$ cat src/rtl/des_key_schedule.sv
// des_key_schedule: on-the-fly DES round-key generator (PC-1, C/D rotate, PC-2), encrypt or decrypt order.
// Define KEY_PARITY_CHK_EN to reject keys containing an even-parity byte (parity_err), otherwise parity_err is 0.
//
// state | meaning
// IDLE  | waiting for a key, key_ready=1
// RUN   | issuing subkeys, sk_valid=1
// DONE  | one-cycle sched_done pulse, then IDLE
module des_key_schedule #(
  parameter int ROUNDS = 16
) (
  input  logic        clk,
  input  logic        rst_n,
  input  logic [63:0] key_in,
  input  logic        decrypt,
  input  logic        key_valid,
  output logic        key_ready,
  output logic [47:0] subkey,
  output logic [3:0]  sk_round,
  output logic        sk_valid,
  input  logic        sk_ready,
  output logic        sched_done,
  output logic        parity_err
);

  if (ROUNDS != 16) begin : g_rounds_chk
    $error("des_key_schedule: ROUNDS must be 16");
  end

  localparam logic [1:0] ST_IDLE = 2'd0;
  localparam logic [1:0] ST_RUN  = 2'd1;
  localparam logic [1:0] ST_DONE = 2'd2;
  localparam logic [3:0] LAST_ROUND = 4'(ROUNDS - 1);

  // Tables use DES bit numbering: bit 1 is key_in[63] / the MSB of C.
  localparam int PC1_TBL [56] = '{
    57, 49, 41, 33, 25, 17,  9,  1, 58, 50, 42, 34, 26, 18,
    10,  2, 59, 51, 43, 35, 27, 19, 11,  3, 60, 52, 44, 36,
    63, 55, 47, 39, 31, 23, 15,  7, 62, 54, 46, 38, 30, 22,
    14,  6, 61, 53, 45, 37, 29, 21, 13,  5, 28, 20, 12,  4
  };
  localparam int PC2_TBL [48] = '{
    14, 17, 11, 24,  1,  5,  3, 28, 15,  6, 21, 10,
    23, 19, 12,  4, 26,  8, 16,  7, 27, 20, 13,  2,
    41, 52, 31, 37, 47, 55, 30, 40, 51, 45, 33, 48,
    44, 49, 39, 56, 34, 53, 46, 42, 50, 36, 29, 32
  };

  function automatic logic [55:0] pc1(input logic [63:0] k);
    logic [55:0] r;
    r = '0;
    for (int i = 0; i < 56; i++) r[55-i] = k[64-PC1_TBL[i]];
    return r;
  endfunction

  function automatic logic [47:0] pc2(input logic [55:0] cd);
    logic [47:0] r;
    r = '0;
    for (int i = 0; i < 48; i++) r[47-i] = cd[56-PC2_TBL[i]];
    return r;
  endfunction

  function automatic logic [27:0] rot_l(input logic [27:0] x, input logic two);
    return two ? {x[25:0], x[27:26]} : {x[26:0], x[27]};
  endfunction

  function automatic logic [27:0] rot_r(input logic [27:0] x, input logic two);
    return two ? {x[1:0], x[27:2]} : {x[0], x[27:1]};
  endfunction

  // Shift table 1,1,2,2,2,2,2,2,1,2,2,2,2,2,2,1 (0-based index).
  function automatic logic shift_two(input logic [3:0] idx);
    return !(idx == 4'd0 || idx == 4'd1 || idx == 4'd8 || idx == 4'd15);
  endfunction

  logic [1:0]  state_q, state_d;
  logic [27:0] c_q, c_d, d_q, d_d;
  logic [3:0]  round_q, round_d, round_nx;
  logic        dec_q, dec_d;
  logic        perr_q, perr_d;
  logic [55:0] cd_load;
  logic        key_ok;

  assign cd_load = pc1(key_in);

`ifdef KEY_PARITY_CHK_EN
  logic [7:0] byte_odd;
  always_comb begin
    byte_odd = '0;
    for (int b = 0; b < 8; b++) byte_odd[b] = ^key_in[8*b +: 8];
  end
  assign key_ok = &byte_odd;
`else
  assign key_ok = 1'b1;
`endif

  always_comb begin
    state_d  = state_q;
    c_d      = c_q;
    d_d      = d_q;
    round_d  = round_q;
    dec_d    = dec_q;
    perr_d   = perr_q;
    round_nx = round_q + 4'd1;
    case (state_q)
      ST_IDLE: begin
        if (key_valid) begin
          perr_d = !key_ok;
          if (key_ok) begin
            state_d = ST_RUN;
            dec_d   = decrypt;
            round_d = '0;
            // Decrypt starts at C16D16, which equals C0D0 after the full 28-bit wrap.
            if (decrypt) begin
              {c_d, d_d} = cd_load;
            end else begin
              c_d = rot_l(cd_load[55:28], 1'b0);
              d_d = rot_l(cd_load[27:0], 1'b0);
            end
          end
        end
      end
      ST_RUN: begin
        if (sk_ready) begin
          if (round_q == LAST_ROUND) begin
            state_d = ST_DONE;
          end else begin
            round_d = round_nx;
            if (dec_q) begin
              c_d = rot_r(c_q, shift_two(4'd15 - round_q));
              d_d = rot_r(d_q, shift_two(4'd15 - round_q));
            end else begin
              c_d = rot_l(c_q, shift_two(round_nx));
              d_d = rot_l(d_q, shift_two(round_nx));
            end
          end
        end
      end
      ST_DONE: state_d = ST_IDLE;
      default: state_d = ST_IDLE;
    endcase
  end

  always_ff @(posedge clk) begin
    if (!rst_n) begin
      state_q <= ST_IDLE;
      c_q     <= '0;
      d_q     <= '0;
      round_q <= '0;
      dec_q   <= 1'b0;
      perr_q  <= 1'b0;
    end else begin
      state_q <= state_d;
      c_q     <= c_d;
      d_q     <= d_d;
      round_q <= round_d;
      dec_q   <= dec_d;
      perr_q  <= perr_d;
    end
  end

  assign key_ready  = (state_q == ST_IDLE);
  assign sk_valid   = (state_q == ST_RUN);
  assign sched_done = (state_q == ST_DONE);
  assign sk_round   = round_q;
  assign subkey     = sk_valid ? pc2({c_q, d_q}) : '0;
  assign parity_err = perr_q;

endmodule

$ cat config.mk
export PLATFORM = sky130hd
export DESIGN_NAME = des_key_schedule
export DESIGN_NICKNAME = d
export VERILOG_FILES = /design/src/rtl/des_key_schedule.sv
export SDC_FILE = /design/constraint.sdc
export NUM_CORES = 1
export LEC_CHECK = 0
export CAP_MARGIN = 20
export CORE_MARGIN = 3
export CORE_UTILIZATION = 32
export CTS_CLUSTER_DIAMETER = 120
export CTS_CLUSTER_SIZE = 12
export DETAILED_ROUTE_END_ITERATION = 16
export DONT_BUFFER_PORTS = 1
export HOLD_SLACK_MARGIN = 0.02
export PLACE_DENSITY = 0.55
export SLEW_MARGIN = 10
export SYNTH_ARGS = -nofsm -noshare
export SYNTH_HDL_FRONTEND = slang
export SYNTH_SLANG_ARGS = --single-unit
$ cat constraint.sdc
create_clock -name clk -period 3.4 [get_ports clk]
set_input_delay 1.02 -clock clk [delete_from_list [all_inputs] [get_ports clk]]
set_output_delay 1.02 -clock clk [all_outputs]
set_load 0.005 [all_outputs]
; Yosys cells after proc, flatten, opt, wreduce, memory -nomap -nowiden
; Index checks and enable logic that the tools add are counted.
[op_classes]
mux = 25
n_eq_ne = 13
n_div = 0
n_shift = 0
magnitude_cmp = 0
bitwise_logic = 0
n_mul = 0
addsub = 2
n_reduce_logical = 13
[op_table]
columns = op, n
row1 = $mux W28, 14
row2 = $pmux W28 S2, 2
row3 = $mux W48, 1
row4 = $eq A4 B4 Y1 const B, 5
row5 = $mux W4, 3
row6 = $eq A4 B1 Y1 const B, 2
row7 = $logic_not A4 Y1, 2
row8 = $pmux W4 S2, 1
row9 = $logic_or A1 B1 Y1, 6
row10 = $mux W2, 3
row11 = $add A4 B1 Y4 const B, 1
row12 = $ne A2 B1 Y1 const B, 2
row13 = $ne A2 B2 Y1 const B, 2
row14 = $pmux W2 S2, 1
row15 = $reduce_and A4 Y1, 1
row16 = $sub A4 B4 Y4 const A, 1
row17 = $reduce_and A3 Y1, 1
row18 = $eq A2 B1 Y1 const B, 1
row19 = $eq A2 B2 Y1 const B, 1
row20 = $logic_not A2 Y1, 1
row21 = $reduce_and A2 Y1, 1
row22 = $reduce_bool A2 Y1, 1
[totals]
latchBits = 0
word_cells = 58
reg_bits = 63
rom_bits = 0
input_bits = 69
n_memories = 0
ramBits = 0

; Longest topological paths before layout
; Gate-level depths: netlist of run 1.
[depth]
depth_word = 10
depth_mapped = 10
depth_no_buf = 7

; Least setup slack after synthesis of run 1
; OpenSTA, ideal clock, no wires.
[synth_timing]
kind = input-to-reg
startpoint = input key_valid
endpoint = register c_q[0]
required_ns = 3.283
path_buffers = 2
path_slack_ns = 1.040
arrival_time_ns = 2.243
cell_stages = 7
cell_sequence = nor2b_1 > a211o_1 > and3_4 > and2_1 > buf_6 > buf_6 > a32o_1
[synth_between]
elab_chain_len = 2
[synth_rtl]
columns = item, line
row1 = from (decl), 15  ; input logic key_valid,
row2 = $ne A2 B2 Y1 (no source line), -
row3 = $reduce_and A4 Y1 (no source line), -
row4 = to (signal assigned), 146  ; c_q <= '0;
row5 = to (signal assigned), 153  ; c_q <= c_d;
row6 = to (decl), 76  ; logic [27:0] c_q, c_d, d_q, d_d;
; Every way passes these cells.
; A chain may end at the register's enable or synchronous reset.

; Worst setup path after layout of run 1
[layout_timing]
startpoint = register state_q[0]
endpoint = output subkey[21]
[layout_between]
elab_chain_len = 2
[layout_rtl]
columns = item, line
row1 = from (decl), 75  ; logic [1:0] state_q, state_d;
row2 = from (signal assigned), 152  ; state_q <= state_d;
row3 = $eq A2 B1 Y1, 162  ; assign sk_valid = (state_q == ST_RUN);
row4 = net sk_valid, 19  ; output logic sk_valid,
row5 = $mux W48, 165  ; assign subkey = sk_valid ? pc2({c_q, d_q}) : '0;
row6 = to (decl), 17  ; output logic [47:0] subkey,
; The timed path passes the listed nets, and every way through them passes these cells.

==> results of run 1 <==
area by class of cell:
class / count / share of cell area (%)
clock inverter: 7 / 1.980
clock buffer: 9 / 3.751
tap: 220 / 4.584
timing repair buffer: 11 / 2.334
multi-input combinational: 552 / 66.06
sequential: 63 / 21.07
inverter: 3 / 0.2292
final timing paths:
path                                  start     endpoint  slack, ns  cells past startpoint
worst max-delay path             state_q[0]   subkey[21]       0.42                      3
worst min-delay path            sk_round[0]  sk_round[0]       0.57                      2
worst max register to register  sk_round[1]       d_q[7]       0.81                      7
worst min register to register  sk_round[0]  sk_round[0]       0.57                      2
power groups by stage:
stage / Clock, uW / Combinational (uW) / Sequential, uW
floorplan: 0 / 543 / 867
global placement: 0 / 569 / 924
detailed placement: 0 / 572 / 923
CTS: 1120 / 576 / 907
global route: 1140 / 663 / 906
finish: 1090 / 590 / 891
per-layer routing:
layer / wire (um) / global-route usage (%) / up-vias / share of wire (%)
li1: - / - / 2425 / -
met1: 7281 / 21.71 / 2361 / 45
met2: 7642 / 26.10 / 109 / 47
met3: 912 / 4.862 / 18 / 5.7
met4: 300 / 4.686 / 0 / 1.9
met5: 0 / 0 / - / 0
kinds of logic (layout without fill, tap and decap cells):
group	Yosys count	in the layout	synth area share [%]
AOI/OAI and AO/OA	130	130	18.95
and+or+nand+nor	248	248	19.95
DFF	63	63	22.37
adders and majority gates	4	4	0.8875
muxes	169	169	30.09
buffers and inverters	77	30	7.699
other	1	1	0.06650
stage by stage:
stage	utilization, %	power, uW	cell area, um^2	setup slack (ns)	cells
after global placement	33.26	1492	5633	0.7906	848
after floorplan	-	1410	5639	1.040	692
after CTS	35.29	2608	5977	0.3794	864
final	35.45	2576	6005	0.4157	865
after detailed placement	33.26	1496	5633	0.7671	848
after global routing	35.45	2713	6005	0.2202	865
synthesized netlist by cell type, types with 2 or more instances:
cell / n
mux2i_1: 165
nand2_1: 118
dfxtp_1: 63
nor2_1: 59
a32o_1: 53
o22ai_1: 53
and2_1: 50
clkbuf_1: 42
buf_6: 13
nor2b_1: 10
buf_2: 9
buf_4: 9
a21oi_1: 4
a221oi_2: 4
a22oi_1: 4
ha_1: 4
a21boi_0: 3
mux2_1: 3
nand3_1: 3
a21o_1: 2
inv_1: 2
nand4_1: 2
o21ai_0: 2
flip-flops by register name, indices dropped and copies added (netlist names):
register and count:
sk_round 4, d_q 28, state_q 2, c_q 28, dec_q 1
worst max-delay path: cells and delay by family, from the launching register on:
family,cells,cell delay [ns]
buf+inv,1,0.49
flops,1,0.50
simple gates,2,0.62
==> summary by stage, run 1 <==
Status
The flow ran to the end, and the final reports show no timing, DRC or antenna violations.

Die
The initial cell density of the core is 33.30%. Row generation in the floorplan step produced 47 rows. The total die area is 0.01925 mm^2. The total area inside the core boundary comes to 0.01694 mm^2. The height of the die is 138.8 um. The horizontal die dimension is 138.8 um. The number of top-level design ports is 125.

Clock network
The CTS clock-pin slew for the worst setup and hold paths is 0.06 ns. TritonCTS built the clock tree. The H-tree was split into 3 levels. The number of sinks handled by clock tree synthesis is 63. The setup fix buffers added after clock tree synthesis is 0. The count of cells resized by post-cts repair is 0. In this run, CTS created clock tree buffers numbering 9. The clock passes through at most 2 buffers. The cell chosen for the clock root is clkbuf_16. At the later pin of the worst-skew pair, clock insertion delay measures 0.34 ns.

After clock tree synthesis, the flow added hold-fix buffers numbering 0.

Placement
The wire-length estimate of the detail-placed layout is 10.54 mm. Buffers placed on the I/O ports in this run total 0. Routability-driven placement finished with a final weighted congestion of 0.7623.

Cells and area
The number of antenna diodes in the final layout is 0. The total area of sequential cells is 0.001265 mm^2. In the final layout, the multi-input gates occupy 0.003966 mm^2. In the layout the commonest cells are 165 x mux2i_1, 117 x nand2_1, 62 x dfxtp_1.

The number of nets at the end of the flow is 713. The relative area change from synthesis to final layout is 6.479%. The fraction of layout instances using a drive strength above 1 is 6.512%.

The total of fill cells in the finished design is 1770. The leading cell type in the layout, fill and taps excluded is mux2i_1.

Power and ir drop
Per report_power, the combinational group accounts for 22.9% of the total. The internal power of the cells totals 1791 uW. Power spread over the standard cell area amounts to 429.0 mW/mm^2.

In this run, flip-flops and latches consume 34.6% of the power. The leakage power is 0.002462 uW. Summed over all nets, the switching power comes to 785.2 uW. IR analysis of the VDD net gives a maximum drop of 0.0002513 V.

The switching power share of the total is 30.48%. The clock network accounts for 42.5% of the total power.

Logic synthesis
The proportion of register bits with asynchronous set or reset after synthesis is 0%. The share of the yosys chip area belonging to registers is 22.37%. In this run the biggest area consumer among cell types represents 29.29% of the synthesized area.

The number of different library cells in the post-synthesis netlist is 38. In the post-synthesis netlist, the biggest area contributors are mux2i_1 29%, dfxtp_1 22%, a32o_1 9.4%, nand2_1 7.9%, o22ai_1 5.9%. The number of warnings printed during yosys synthesis is 0.

The post-synth net total is 765. Summing every instance area after synthesis gives 0.005639 mm^2. The synthesized design contains 63 register bits. The number of synthesized flops with an enable pin is 0.

The number of standard cells after synthesis is 692. The average cell area after synthesis is 8.149 um^2. For this run, the leading register cell type out of synthesis is dfxtp_1. The cell type with the largest total area after synthesis is mux2i_1.

Routing
The total vias in the final route is 4913. The via density per instance is 5.680. The remaining design rule violation count is 0.

The remaining antenna violation count after routing is 0. The total routed wirelength is 16.14 mm. The detailed router's first-iteration violation count is 449.

The first-pass iteration count of the detailed router is 5. The average wire per cell in the routed design is 18.66 um.

Setup path
Data on the critical path is required at its endpoint by 2.38 ns. The critical path goes through nand2b_1, inv_4, and2_1. The kind of end point of the critical path is a primary output. The critical path is of the reg -> out type. At the worst endpoint, the arrival time is 1.96 ns. Among all stages on the critical path, the largest delay is contributed by dfxtp_1. Along the worst path, the maximum fanout reaches 53.

The worst setup path is launched from a flip-flop. The delay of the slowest cell on the worst path is 0.50 ns.

Timing
The achievable clock frequency is 0.3351 GHz. Setup total negative slack on the finished layout was measured at 0 ns. The headroom to the max-slew limit is 54.22%.

Final hold analysis gives a worst-case slack of 0.5656 ns. The final critical path time including I/O delays and setup is 2.984 ns. Setup violations remaining at the end of the flow were counted as 0. Setup repair after global routing left no endpoint under its margin. The final count of pins violating max slew is 0. The final critical path takes up 87.77% of the cycle. For the pin with the worst max-slew slack, the measured transition is 0.6841 ns.

The clock arrives with 0.006610 ns of skew. The number of hold-slack violations in the final timing report is 0.

Global routing
For this run, the total global-route usage over all layers was measured as 16.42%. The first global-routing pass estimated 26.38 mm of wire. The number of global-route vias before repair is 4778. The aggregate global routing overflow is 0.

The maximum number of pins on one net before global-route repair is 118. The number of antenna violations at the first check in global routing is 0.

Hold path
The class of the tightest hold or removal check is reg -> reg.

Flow run
The count of max-cap constraint violations is 0.
Power figures use the tool's default switching activity.
==> inputs of run 2 (changes only) <==
--- a/config.mk
+++ b/config.mk
@@ -7,13 +7,13 @@
 export LEC_CHECK = 0
 export CAP_MARGIN = 20
 export CORE_MARGIN = 3
-export CORE_UTILIZATION = 32
+export CORE_UTILIZATION = 45
 export CTS_CLUSTER_DIAMETER = 120
 export CTS_CLUSTER_SIZE = 12
 export DETAILED_ROUTE_END_ITERATION = 16
 export DONT_BUFFER_PORTS = 1
 export HOLD_SLACK_MARGIN = 0.02
-export PLACE_DENSITY = 0.55
+export PLACE_DENSITY = 0.69
 export SLEW_MARGIN = 10
 export SYNTH_ARGS = -nofsm -noshare
 export SYNTH_HDL_FRONTEND = slang
==> summary by stage, run 2 (synthesis gave the netlist of run 1 again) <==
Routing
The remaining antenna violation count after routing is 0 (unchanged). The remaining design rule violation count was 0 (unchanged). The detailed router's first-iteration violation count came to 424 (was 449). The total routed wirelength is 14.97 mm (was 16.14 mm).

The average wire per cell in the routed design is 18.41 um (was 18.66 um). The first-pass iteration count of the detailed router came to 5 (unchanged). The total vias in the final route is 4988 (was 4913). The via density per instance is 6.135 (was 5.680).

Setup path
The data arrival time of the critical path is 1.73 ns (was 1.96 ns). The required time of the critical path is 2.38 ns (about the same). The kind of end point of the critical path is a primary output (unchanged). The critical setup path kind was reg -> out (unchanged). The master of the slowest instance on the critical path is dfxtp_1 (unchanged).

The biggest fanout along the worst timing path is 53 (unchanged). Cells along the critical path: nand2b_1, buf_4, inv_4, and2_1 (was nand2b_1, inv_4, and2_1). The delay of the slowest cell on the worst path is 0.48 ns (was 0.50 ns). The kind of start point of the critical path is a flip-flop (unchanged).

Global routing
The busiest metal layer after global routing is met2 (unchanged). The maximum number of pins on one net before global-route repair is 118 (unchanged). The first-pass GRT wire length is 24.38 mm (was 26.38 mm). The met3 track demand over resource in global routing is 3.796% (was 4.862%). The number of antenna violations at the first check in global routing is 0 (unchanged).

The global-route total usage across every layer is 20.64% (was 16.42%). The met2 capacity usage during global routing is 34.53% (was 26.10%). The met1 track demand over resource is 26.84% (was 21.71%).

The aggregate global routing overflow is 0 (unchanged). The number of global-route vias before repair is 4743 (was 4778).

Clock network
The insertion delay of the later-clocked pin in the worst-skew pair is 0.33 ns (was 0.34 ns). The number of sinks handled by clock tree synthesis is 63 (unchanged). The setup fix buffers added after clock tree synthesis came to 0 (unchanged). The cell chosen for the clock root was clkbuf_16 (unchanged). The number of hold buffers added after cts is 0 (unchanged). The number of buffers inserted during clock tree synthesis is 9 (unchanged).

The TritonCTS clock tree is yes (unchanged). The CTS clock-pin slew for the worst setup and hold paths was 0.06 ns (about the same). The H-tree depth reported by CTS is 3 (unchanged).

The maximum root-to-sink buffer count is 2 (unchanged). The count of cells resized by post-cts repair is 0 (unchanged).

Die
The initial cell density of the core is 46.56% (was 33.30%). The placeable core region was 0.01211 mm^2 (was 0.01694 mm^2). The number of top-level design ports is 125 (unchanged). The height of the die is 117.9 um (was 138.8 um).

The total die area is 0.01391 mm^2 (was 0.01925 mm^2). The horizontal die dimension is 117.9 um (was 138.8 um). The row count was 40 (was 47).

Timing
The number of hold-slack violations in the final timing report is 0 (unchanged). The achievable clock frequency was 0.3636 GHz (was 0.3351 GHz). The total of endpoints with negative setup slack in the final report is 0 (unchanged). The headroom to the max-slew limit came to 52.97% (was 54.22%). RSZ-0062 raised after global routing: false (unchanged). The worst-margin pin slew is 0.7028 ns (was 0.6841 ns).

The final critical path time including I/O delays and setup is 2.750 ns (was 2.984 ns). The worst hold margin is 0.5789 ns (was 0.5656 ns). The worst setup skew after layout came to 0.005547 ns (was 0.006610 ns). The final count of pins violating max slew came to 0 (unchanged).

The sum of negative setup slack came to 0 ns (unchanged). The final worst-path cycle share is 80.90% (was 87.77%).

Power and ir drop
The net switching power of the design is 752.4 uW (was 785.2 uW). The power density of the placed cells was 409.6 mW/mm^2 (was 429.0 mW/mm^2). The combinational power share is 24.5% (was 22.9%).

The clock share of power is 38.5% (was 42.5%). The peak supply drop came to 0.0001938 V (was 0.0002513 V). The leakage power is 0.002435 uW (was 0.002462 uW). The switching power share of the total is 31.24% (was 30.48%). The sequential share of power is 37.0% (was 34.6%). The power consumption is 2408 uW (was 2576 uW). The internal power summed over all cells is 1656 uW (was 1791 uW).

Cells and area
The relative area change from synthesis to final layout is 4.260% (was 6.479%). The number of inserted diodes was 0 (unchanged). The utilization of the core after routing came to 48.54% (was 35.45%). The leading cell type in the layout, fill and taps excluded is mux2i_1 (unchanged). Most frequent cells in the layout: 165 x mux2i_1, 117 x nand2_1, 62 x dfxtp_1 (unchanged). The number of nets at the end of the flow is 713 (unchanged). The fraction of layout instances using a drive strength above 1 is 6.202% (was 6.512%).

Flow run
The count of max-cap constraint violations is 0 (unchanged).

Hold path
The class of the tightest hold or removal check is reg -> reg (unchanged).

Placement
The routability congestion estimate from global placement is 0.8181 (was 0.7623). The count of input and output buffers is 0 (unchanged). The HPWL reported at the end of detailed placement is 9.608 mm (was 10.54 mm).

Status
Result of the run: completed (unchanged).
## run 2: changes by cell type in the layout (fill, tap and decap cells not counted), sizes merged
cell,before,now
clkinv,2,3
clkbuf,9,12
inv,5,3
bufinv,3,1
## run 2: critical path: cells and delay by family (launching register included)
| family | cells | cell delay [ns] |
|---|---|---|
| flops | 1 | 0.48 |
| buf+inv | 2 | 0.56 |
| simple gates | 2 | 0.36 |
## run 2: power groups by stage
stage / clock network, uW / logic (uW) / registers (uW)
3_3_place_gp: 0 / 556 / 913
2_1_floorplan: 0 / 543 / 867
4_1_cts: 939 / 575 / 901
5_1_grt: 964 / 655 / 902
6_report: 928 / 589 / 891
3_5_place_dp: 0 / 571 / 916
## run 2: final timing paths
check | from | end | slack (ns) | cells after the start
setup / recovery | state_q[0] | subkey[1] | 0.65 | 4
hold / removal | sk_round[0] | sk_round[0] | 0.58 | 2
setup reg to reg | sk_round[1] | c_q[26] | 0.79 | 7
hold reg to reg | sk_round[0] | sk_round[0] | 0.58 | 2
## run 2: per-layer routing
| metal | part of all wire, % | vias to the layer above |
|---|---|---|
| met3 | 6.1 | 14 |
| li1 | - | 2413 |
| met2 | 48 | 176 |
| met4 | 1.4 | 0 |
| met5 | 0 | - |
| met1 | 44 | 2385 |
## run 2: through the flow
step	area (um^2)	setup slack (ns)	std cells
after global routing	5879	0.5532	813
after global placement	5568	0.8622	796
after detailed placement	5568	0.7971	796
after floorplan	5639	1.040	692
final	5879	0.6495	813
after CTS	5859	0.6489	812
## run 2: final cells by class
type                    count  area (um^2)
fillers                  1207         6232
multi-input cells         552         3966
flip-flops and latches     63         1265
clock buffers              12        246.5
well taps                 168        210.2
repair buffers             11        132.6
clock inverters             4        45.04
inverters                   3        13.76
